## config.mk

```make
export PLATFORM = sky130hd
export DESIGN_NAME = alm_mac_dot_sequencer_flat
export DESIGN_NICKNAME = d
export VERILOG_FILES = /design/src/rtl/alm_mac_pkg.sv /design/src/rtl/alm_mac_dot_sequencer_if.sv /design/src/rtl/alm_mac_dot_sequencer.sv /design/src/flat_wrapper.sv
export SDC_FILE = /design/constraint.sdc
export NUM_CORES = 1
export LEC_CHECK = 0
export CAP_MARGIN = 20
export CORE_UTILIZATION = 30
export DETAILED_ROUTE_END_ITERATION = 8
export PLACE_DENSITY = 0.61
export SLEW_MARGIN = 20
export SYNTH_ARGS = -nofsm -noshare
export SYNTH_HDL_FRONTEND = slang
export SYNTH_SLANG_ARGS = --single-unit
```

## constraint.sdc

```tcl
create_clock -name clk -period 3.8 [get_ports clk]
set_clock_uncertainty 0.1 [all_clocks]
set_input_delay 0.76 -clock clk [delete_from_list [all_inputs] [get_ports clk]]
set_output_delay 0.76 -clock clk [all_outputs]
set_load 0.03 [all_outputs]
```

## src/rtl/alm_mac_pkg.sv

```systemverilog
// Shared definitions for the ALM 2-bit MAC dot-product datapath.
// The sequencer state encoding and the MAC geometry live here.
package alm_mac_pkg;

  localparam int MAC_OP_W        = 2;
  localparam int MAC_RES_W       = 8;
  localparam int MAC_LAT_DEFAULT = 1;

  typedef enum logic [2:0] {
    IDLE,
    CLEAR,
    ISSUE,
    DRAIN,
    DONE
  } seq_state_e;

endpackage

```

## src/rtl/alm_mac_dot_sequencer_if.sv

```systemverilog
// Operand-in / result-out handshake bundle of the dot-product sequencer.
// The master is the operand buffer and result consumer; the slave is the sequencer.
interface alm_mac_dot_sequencer_if
  import alm_mac_pkg::*;
#(
  parameter int VEC_LEN = 4,
  parameter int OP_W    = MAC_OP_W,
  parameter int RES_W   = MAC_RES_W
);

  logic                    in_valid;
  logic                    in_ready;
  logic [OP_W*VEC_LEN-1:0] in_a;
  logic [OP_W*VEC_LEN-1:0] in_b;
  logic                    out_valid;
  logic                    out_ready;
  logic [RES_W-1:0]        out_result;

  modport master (
    output in_valid, in_a, in_b, out_ready,
    input  in_ready, out_valid, out_result
  );

  modport slave (
    input  in_valid, in_a, in_b, out_ready,
    output in_ready, out_valid, out_result
  );

endinterface

```

## src/rtl/alm_mac_dot_sequencer.sv

```systemverilog
// Feeds one packed vector pair into the 2-bit ALM MAC element by element and
// returns the accumulated dot product once the MAC pipeline has settled.
//
// state | meaning
// IDLE  | ready for a new vector pair
// CLEAR | one-cycle synchronous clear of the MAC accumulator
// ISSUE | one element pair per cycle with acc_en high, element 0 first
// DRAIN | wait MAC_LAT cycles, capture mac_result at the end of the last one
// DONE  | hold the result until the consumer takes it
module alm_mac_dot_sequencer
  import alm_mac_pkg::*;
#(
  parameter int VEC_LEN = 4,
  parameter int OP_W    = MAC_OP_W,
  parameter int RES_W   = MAC_RES_W,
  parameter int MAC_LAT = MAC_LAT_DEFAULT
) (
  input  logic                   clk,
  input  logic                   reset_n,
  alm_mac_dot_sequencer_if.slave s_if,
  output logic                   busy,
  output logic                   mac_reset,
  output logic                   mac_acc_en,
  output logic [OP_W-1:0]        mac_a,
  output logic [OP_W-1:0]        mac_b,
  input  logic [RES_W-1:0]       mac_result
);

  localparam int IDX_W = (VEC_LEN > 1) ? $clog2(VEC_LEN) : 1;
  localparam int LAT_W = (MAC_LAT > 1) ? $clog2(MAC_LAT) : 1;
  localparam logic [IDX_W-1:0] LAST_IDX = IDX_W'(VEC_LEN - 1);
  localparam logic [LAT_W-1:0] LAT_INIT = LAT_W'(MAC_LAT - 1);

  seq_state_e              r_state;
  seq_state_e              w_state_nxt;
  logic [IDX_W-1:0]        r_idx;
  logic [LAT_W-1:0]        r_lat_cnt;
  logic [OP_W*VEC_LEN-1:0] r_a;
  logic [OP_W*VEC_LEN-1:0] r_b;
  logic [RES_W-1:0]        r_result;
  logic                    w_issue;
  logic                    w_last;

  assign w_issue = (r_state == ISSUE);
  assign w_last  = (r_idx == LAST_IDX);

  always_ff @(posedge clk or negedge reset_n) begin
    if (!reset_n) begin
      r_state <= IDLE;
    end else begin
      r_state <= w_state_nxt;
    end
  end

  always_comb begin
    w_state_nxt = r_state;
    case (r_state)
      IDLE:    if (s_if.in_valid) w_state_nxt = CLEAR;
      CLEAR:   w_state_nxt = ISSUE;
      ISSUE:   if (w_last) w_state_nxt = DRAIN;
      DRAIN:   if (r_lat_cnt == '0) w_state_nxt = DONE;
      DONE:    if (s_if.out_ready) w_state_nxt = IDLE;
      default: w_state_nxt = IDLE;
    endcase
  end

  // Operands shift down one element per ISSUE cycle so the MAC always sees the LSB slot.
  always_ff @(posedge clk or negedge reset_n) begin
    if (!reset_n) begin
      r_idx     <= '0;
      r_lat_cnt <= '0;
      r_a       <= '0;
      r_b       <= '0;
      r_result  <= '0;
    end else begin
      case (r_state)
        IDLE: begin
          if (s_if.in_valid) begin
            r_a <= s_if.in_a;
            r_b <= s_if.in_b;
          end
        end
        CLEAR: begin
          r_idx <= '0;
        end
        ISSUE: begin
          r_a <= r_a >> OP_W;
          r_b <= r_b >> OP_W;
          if (w_last) begin
            r_idx     <= '0;
            r_lat_cnt <= LAT_INIT;
          end else begin
            r_idx <= r_idx + IDX_W'(1);
          end
        end
        DRAIN: begin
          if (r_lat_cnt == '0) begin
            r_result <= mac_result;
          end else begin
            r_lat_cnt <= r_lat_cnt - LAT_W'(1);
          end
        end
        default: ;
      endcase
    end
  end

  assign s_if.in_ready   = (r_state == IDLE);
  assign s_if.out_valid  = (r_state == DONE);
  assign s_if.out_result = r_result;
  assign busy            = (r_state != IDLE);
  assign mac_reset       = (r_state == CLEAR);
  assign mac_acc_en      = w_issue;
  assign mac_a           = w_issue ? r_a[OP_W-1:0] : '0;
  assign mac_b           = w_issue ? r_b[OP_W-1:0] : '0;

endmodule

```

## src/flat_wrapper.sv

```systemverilog
// flat-port wrapper written by rule: the top's interface ports become plain ports
module alm_mac_dot_sequencer_flat import alm_mac_pkg::*;
#(
  parameter int VEC_LEN = 4,
  parameter int OP_W    = MAC_OP_W,
  parameter int RES_W   = MAC_RES_W,
  parameter int MAC_LAT = MAC_LAT_DEFAULT
)
  (clk, reset_n, busy, mac_reset, mac_acc_en, mac_a, mac_b, mac_result, s_if_in_valid, s_if_in_a, s_if_in_b, s_if_out_ready, s_if_in_ready, s_if_out_valid, s_if_out_result);
  alm_mac_dot_sequencer_if #(.VEC_LEN(VEC_LEN), .OP_W(OP_W), .RES_W(RES_W)) s_if_i ();
  input  logic clk;
  input  logic reset_n;
  output logic busy;
  output logic mac_reset;
  output logic mac_acc_en;
  output logic [OP_W-1:0] mac_a;
  output logic [OP_W-1:0] mac_b;
  input  logic [RES_W-1:0] mac_result;
  input wire logic [$bits(s_if_i.in_valid)-1:0] s_if_in_valid;
  input wire logic [$bits(s_if_i.in_a)-1:0] s_if_in_a;
  input wire logic [$bits(s_if_i.in_b)-1:0] s_if_in_b;
  input wire logic [$bits(s_if_i.out_ready)-1:0] s_if_out_ready;
  output wire logic [$bits(s_if_i.in_ready)-1:0] s_if_in_ready;
  output wire logic [$bits(s_if_i.out_valid)-1:0] s_if_out_valid;
  output wire logic [$bits(s_if_i.out_result)-1:0] s_if_out_result;
  assign s_if_i.in_valid = s_if_in_valid;
  assign s_if_i.in_a = s_if_in_a;
  assign s_if_i.in_b = s_if_in_b;
  assign s_if_i.out_ready = s_if_out_ready;
  assign s_if_in_ready = s_if_i.in_ready;
  assign s_if_out_valid = s_if_i.out_valid;
  assign s_if_out_result = s_if_i.out_result;
  alm_mac_dot_sequencer #(.VEC_LEN(VEC_LEN), .OP_W(OP_W), .RES_W(RES_W), .MAC_LAT(MAC_LAT)) u_core (.clk(clk), .reset_n(reset_n), .s_if(s_if_i), .busy(busy), .mac_reset(mac_reset), .mac_acc_en(mac_acc_en), .mac_a(mac_a), .mac_b(mac_b), .mac_result(mac_result));
endmodule
```

==> run summary, run 1 <==
RSZ-0062 raised after global routing: no
YS warnings: 0
dominant cells by area after synthesis: dfrtp_1 52%, mux2_2 6.5%, a22oi_1 5.4%
Synth Net Count: 151
# hold bufs at CTS: 0
die height: 70.07 um
Placeable Area: 0.004414 mm2
Final Setup Violations: 0
chip width: 70.07 um
Setup crit start kind: flop
cells after synthesis: 122
Antenna Cells: 0
worst-case hold slack: 395.7 ps
Tcrit/Tclk final: 0.7882
DR iter-0 viols: 49
antenna violations before repair: 0
Post-CTS Setup Repair Bufs: 0
Final #Nets: 195
Initial Util: 0.3149
CP Data Required Time: 2940 ps
WS Path Type: reg2out
HP Class: reg2reg
top cell type's share of synthesized area: 0.5221
via/cell ratio: 5.078
Storage cell area: 725.7 um2
final-layout fill cell count: 392
Synth Flop Type: dfrtp_1
Lkg Pwr: 0.0008094 uW
post-CTS sizing: 0
Antenna Nets Post-Route: 0
outcome: completed
clock transition at the registers of the reported paths: 60 ps
Slew HR: 0.5812
multi-input logic area: 583.1 um2
Worst-Margin Slew: 626.2 ps
min Tclk post-route: 2995 ps
Layout area overhead: 41.58%
CP startpoint: u_core.r_state[1]$_DFFE_PN0P_
drt first pass iters: 4
Num CTS Buffers: 5
final WL: 3144 um
VDD IR-drop max: 0.0004585 V
CP max-delay cell: clkdlybuf4s50_1
DP Area: 0.001852 mm2
H-tree depth: 2
mean area per synthesized cell: 11.39 um2
Rows: 24
Tot Pwr: 1835 uW
Final Instance Area: 0.001968 mm2
Total Routing Usage GR: 0.1370
clock root buffer: clkbuf_8
crit-path max FO: 14
sequential area share after synthesis: 0.5221
Worst Path Arrival: 2140 ps
I/O Pins: 45
cell breakdown of the critical path: nor3b_2, buf_4, and2_1, clkdlybuf4s50_1
number of global-route vias before repair: 1171
Worst Hold Launch: u_core.r_a[7]$_DFFE_PN0P_
asr flop ratio synth: 1.000
hpwl dp: 2214 um
DRC viols: 0
synthesized area: 0.001390 mm2
CP Capture Type: primary output
Fin. Hold Viols: 0
Clk Latency, worst-skew pair: 280 ps
Synth area leader: dfrtp_1
Achievable Freq: 333.9 MHz
die area: 0.004910 mm2
Critical Path Max Stage Delay: 670 ps
commonest cells in the netlist: 29 x dfrtp_1, 10 x a22oi_1, 9 x nor2b_1
Crit Reg-Reg Startpoint: u_core.r_state[1]$_DFFE_PN0P_
Synth cell types: 31
IO buf count: 44
Post-synth EDFFs: 0
clk buf depth: 2
power density over the cells: 932.5 mW/mm2
Yosys reg bits: 29
via count: 1112
largest net degree at the start of global routing: 30
first-pass GRT wire length: 5299 um
max-cap viol count: 0
WL per Instance: 14.36 um
Slew Limit Fails: 0
top-count cell post-synth: dfrtp_1
clock sinks: 29
RePlAce Congestion: 0.7163
CTS tree: built
grt ovf: 0
share of post-route cells with drive strength above 1: 0.1377
Final TNS setup: 0 ps
==> worst paths after layout <==
check | to | slack (ps) | depth (start not counted)
min in group asynchronous | u_core.r_state[2]$_DFFE_PN0P_ | 770 | 2
worst max-delay path | mac_b[1] | 800 | 4
worst min register to register | u_core.r_a[7]$_DFFE_PN0P_ | 400 | 1
worst min-delay path | u_core.r_a[7]$_DFFE_PN0P_ | 400 | 1
max in group asynchronous | u_core.s_if.out_result[4]$_DFFE_PN0P_ | 2550 | 2
worst max register to register | u_core.r_b[2]$_DFFE_PN0P_ | 2010 | 4
==> power breakdown <==
part	internal (uW)	total (uW)	switching, uW
clock	213	326	113
sequential	454	578	124
combinational	430	931	501
total	1100	1840	737
==> area by class of cell <==
type | count | area share
tap | 52 | 0.03306
sequential | 29 | 0.3687
inverter | 2 | 0.003814
clock inverter | 1 | 0.01526
timing repair buffer | 48 | 0.2390
clock buffer | 7 | 0.04387
multi-input combinational | 80 | 0.2962
==> sequential cells by signal, summed over array words and instances, names as in the netlist <==
| signal | flops |
|---|---|
| u_core.r_a | 8 |
| u_core.r_b | 8 |
| u_core.s_if.out_result | 8 |
| u_core.r_state | 3 |
| u_core.r_idx | 2 |
==> critical path: cells and delay by family (launching register included) <==
| kind | cells | cell delay [ps] |
|---|---|---|
| simple gates | 2 | 380 |
| buf+inv | 2 | 870 |
| flops | 1 | 610 |
==> per-layer routing <==
| metal | vias to the layer above | share of wire | GRT usage | wire (um) |
|---|---|---|---|---|
| met5 | - | 0 | 0 | 0 |
| met4 | 0 | 0.019 | 0.06000 | 60 |
| met3 | 7 | 0.070 | 0.06638 | 221 |
| met2 | 41 | 0.49 | 0.2190 | 1529 |
| met1 | 526 | 0.42 | 0.1547 | 1333 |
| li1 | 538 | - | - | - |
==> per-stage QoR <==
stage | cells | setup WS, ps | util
after floorplan | 122 | 1565 | -
after global placement | 211 | 1151 | 0.4195
after detailed placement | 211 | 1081 | 0.4195
after CTS | 219 | 799.3 | 0.4459
after global routing | 219 | 658.8 | 0.4459
final | 219 | 804.9 | 0.4459
==> cells by family after synthesis <==
group | Yosys count | share of synthesized area
compound gates | 43 | 0.2223
xor+xnor | 1 | 0.006302
flops | 29 | 0.5221
buf+inv | 13 | 0.05851
mux | 8 | 0.06481
simple gates | 27 | 0.1170
fa+ha+maj | 1 | 0.008999
==> placed cells by master, fill, tap and decap left out <==
| master | instances |
|---|---|
| clkdlybuf4s50_1 | 44 |
| dfrtp_1 | 29 |
| a22oi_1 | 10 |
| nor2b_1 | 9 |
| mux2_2 | 8 |
| a31oi_1 | 8 |
| o21ai_0 | 6 |
| clkbuf_8 | 6 |
| o2bb2ai_1 | 5 |
| nor2_1 | 4 |
| and2_1 | 4 |
| buf_4 | 4 |
| nand2_1 | 3 |
| a32o_1 | 3 |
| a22o_1 | 3 |
| o21ai_1 | 3 |
| inv_1 | 2 |
| a21oi_1 | 2 |
| nor3b_2 | 1 |
| nor3b_1 | 1 |
| or3_1 | 1 |
| nand3b_1 | 1 |
| o21ai_2 | 1 |
| or2_1 | 1 |
| o31ai_1 | 1 |
| or2_2 | 1 |
| a22oi_2 | 1 |
| and3b_1 | 1 |
| xnor2_1 | 1 |
| ha_1 | 1 |
| bufinv_16 | 1 |
| clkbuf_1 | 1 |
Note: power is estimated with default switching activity, not from simulation.
==> run 2, diff against run 1 <==
==> constraint.sdc (replaced) <==
create_clock -name clk -period 2.76 [get_ports clk]
set_clock_uncertainty 0.1 [all_clocks]
set_input_delay 0.552 -clock clk [delete_from_list [all_inputs] [get_ports clk]]
set_output_delay 0.552 -clock clk [all_outputs]
set_load 0.03 [all_outputs]
==> run 2 against run 1 <==
Non-clock buffer count increased by 1. Core utilization decreased by 0.94 points. Sequential cell count unchanged. Hold slack got worse by 4.7 ps. Power increased by 30%. First-iteration DRC count decreased by 4.1%. Clock-buffer cell count increased by 1. Worst setup slack got worse by 560 ps. Critical path depth decreased by 1. Combinational power increased by 39%. Highest routed layer unchanged.
==> run summary, run 2 (synthesized netlist as in run 1, its figures left out) <==
outcome: completed (unchanged)
most common cell after layout, fill and taps aside: clkdlybuf4s50_1 (unchanged)
Final TNS setup: 0 ps (unchanged)
Total Routing Usage GR: 0.1422 (was 0.1370)
die height: 70.07 um (unchanged)
Rows: 24 (unchanged)
DRT met1 WL: 1385 um (was 1333 um)
Placeable Area: 0.004414 mm2 (unchanged)
max-cap viol count: 0 (unchanged)
via/cell ratio: 5.105 (was 5.078)
CP max-delay cell: clkdlybuf4s50_1 (unchanged)
CP Capture Type: primary output (unchanged)
WS Path Type: reg2out (unchanged)
power density over the cells: 1240 mW/mm2 (was 932.5 mW/mm2)
chip width: 70.07 um (unchanged)
cell breakdown of the critical path: or3_1, inv_1, clkdlybuf4s50_1 (was nor3b_2, buf_4, and2_1, clkdlybuf4s50_1)
drt first pass iters: 4 (unchanged)
WL per Instance: 14.36 um (about the same)
DRC viols: 0 (unchanged)
DR iter-0 viols: 47 (was 49)
clock sinks: 29 (unchanged)
Clk Latency, worst-skew pair: 270 ps (was 280 ps)
post-CTS sizing: 0 (unchanged)
final WL: 3160 um (was 3144 um)
met2 routed WL: 1431 um (was 1529 um)
CTS tree: built (unchanged)
antenna violations before repair: 0 (unchanged)
RePlAce Congestion: 0.7273 (was 0.7163)
min Tclk post-route: 2519 ps
largest net degree at the start of global routing: 30 (unchanged)
Fin. Hold Viols: 0 (unchanged)
Final Instance Area: 0.001927 mm2 (was 0.001968 mm2)
# hold bufs at CTS: 0 (unchanged)
Antenna Nets Post-Route: 0 (unchanged)
IO buf count: 44 (unchanged)
crit-path max FO: 10 (was 14)
clk buf depth: 2 (unchanged)
register-to-register setup slack: 980 ps (was 2010 ps)
clock transition at the registers of the reported paths: 60 ps (about the same)
die area: 0.004910 mm2 (unchanged)
Lkg Pwr: 0.0008040 uW (was 0.0008094 uW)
RSZ-0062 raised after global routing: no (unchanged)
Setup crit start kind: flop (unchanged)
CP Data Required Time: 2110 ps (was 2940 ps)
Achievable Freq: 397.0 MHz
via count: 1123 (was 1112)
Antenna Cells: 0 (unchanged)
Num CTS Buffers: 5 (unchanged)
HP Class: reg2reg (unchanged)
Initial Util: 0.3149 (unchanged)
grt ovf: 0 (unchanged)
uppermost layer routed: met4 (unchanged)
Critical Path Max Stage Delay: 660 ps (was 670 ps)
Worst Path Arrival: 1870 ps (was 2140 ps)
Slew HR: 0.6128 (was 0.5812)
WL met3: 291 um (was 221 um)
Tcrit/Tclk final: 0.9126
Final Setup Violations: 0 (unchanged)
clock root buffer: clkbuf_8 (unchanged)
hpwl dp: 2268 um (was 2214 um)
VDD IR-drop max: 0.0006353 V (was 0.0004585 V)
most frequent cells in the layout: 39 x clkdlybuf4s50_1, 29 x dfrtp_1, 10 x a22oi_1, 10 x buf_4, 9 x nor2b_1 (was 44 x clkdlybuf4s50_1, 29 x dfrtp_1, 10 x a22oi_1, 9 x nor2b_1)
H-tree depth: 2 (unchanged)
Crit path max-delay family: buffers and inverters (unchanged)
share of post-route cells with drive strength above 1: 0.1607 (was 0.1377)
Post-CTS Setup Repair Bufs: 0 (unchanged)
Bufs and invs on worst path: 2 (unchanged)
final-layout fill cell count: 398 (was 392)
Final #Nets: 196 (was 195)
first-pass GRT wire length: 5506 um (was 5299 um)
Slew Limit Fails: 0 (unchanged)
number of global-route vias before repair: 1189 (was 1171)
Layout area overhead: 38.61% (was 41.58%)
Worst-Margin Slew: 580.8 ps (was 626.2 ps)
I/O Pins: 45 (unchanged)
DP Area: 0.001847 mm2 (was 0.001852 mm2)
[run 2: cell types whose count changed in the layout (fill, tap and decap cells not counted)]
| cell | previous run | this run |
|---|---|---|
| bufinv_16 | 1 | 0 |
| buf_4 | 4 | 10 |
| clkbuf_8 | 6 | 5 |
| clkbuf_1 | 1 | 3 |
| clkdlybuf4s50_1 | 44 | 39 |
[run 2: power by group]
part           leakage [uW]  switching [uW]  internal [uW]
logic              0.000403             713            581
clock network     0.0000395             142            179
registers          0.000361             149            626
total              0.000804            1000           1390
[run 2: area by class of cell]
cell class	count	area [um2]	share of cell area
timing repair buffer	49	465.4	0.2416
clock buffer	8	80.08	0.04156
sequential	29	725.7	0.3766
multi-input combinational	80	583.1	0.3026
tap	52	65.06	0.03377
inverter	2	7.507	0.003896
[run 2: worst paths after layout]
kind / start / cells past startpoint / end
max in group asynchronous: reset_n / 2 / u_core.s_if.out_result[7]$_DFFE_PN0P_
max reg2reg: u_core.r_state[1]$_DFFE_PN0P_ / 5 / u_core.r_a[4]$_DFFE_PN0P_
min reg2reg: u_core.r_b[4]$_DFFE_PN0P_ / 1 / u_core.r_b[4]$_DFFE_PN0P_
max: u_core.r_state[0]$_DFFE_PN0P_ / 3 / s_if_in_ready
min in group asynchronous: reset_n / 2 / u_core.r_a[1]$_DFFE_PN0P_
min: u_core.r_b[4]$_DFFE_PN0P_ / 1 / u_core.r_b[4]$_DFFE_PN0P_
[run 2: metrics by stage]
step | hold WS (ps) | std cells | utilization | setup slack (ps) | total power (uW)
2_1_floorplan | 156.4 | 122 | - | 732.7 | 1688
3_3_place_gp | 374.8 | 212 | 0.4184 | 540.6 | 2044
3_5_place_dp | 376.5 | 212 | 0.4184 | 522.1 | 2087
4_1_cts | 394.3 | 220 | 0.4365 | 218.3 | 2421
5_1_grt | 399.2 | 220 | 0.4365 | 153.6 | 2575
6_report | 391.0 | 220 | 0.4365 | 241.3 | 2390
[run 2: routing by layer]
layer  vias to the layer above  track usage
li1                        537            -
met1                       536       0.1766
met2                        44       0.2041
met3                         6      0.07937
met4                         0      0.05556
met5                         -            0
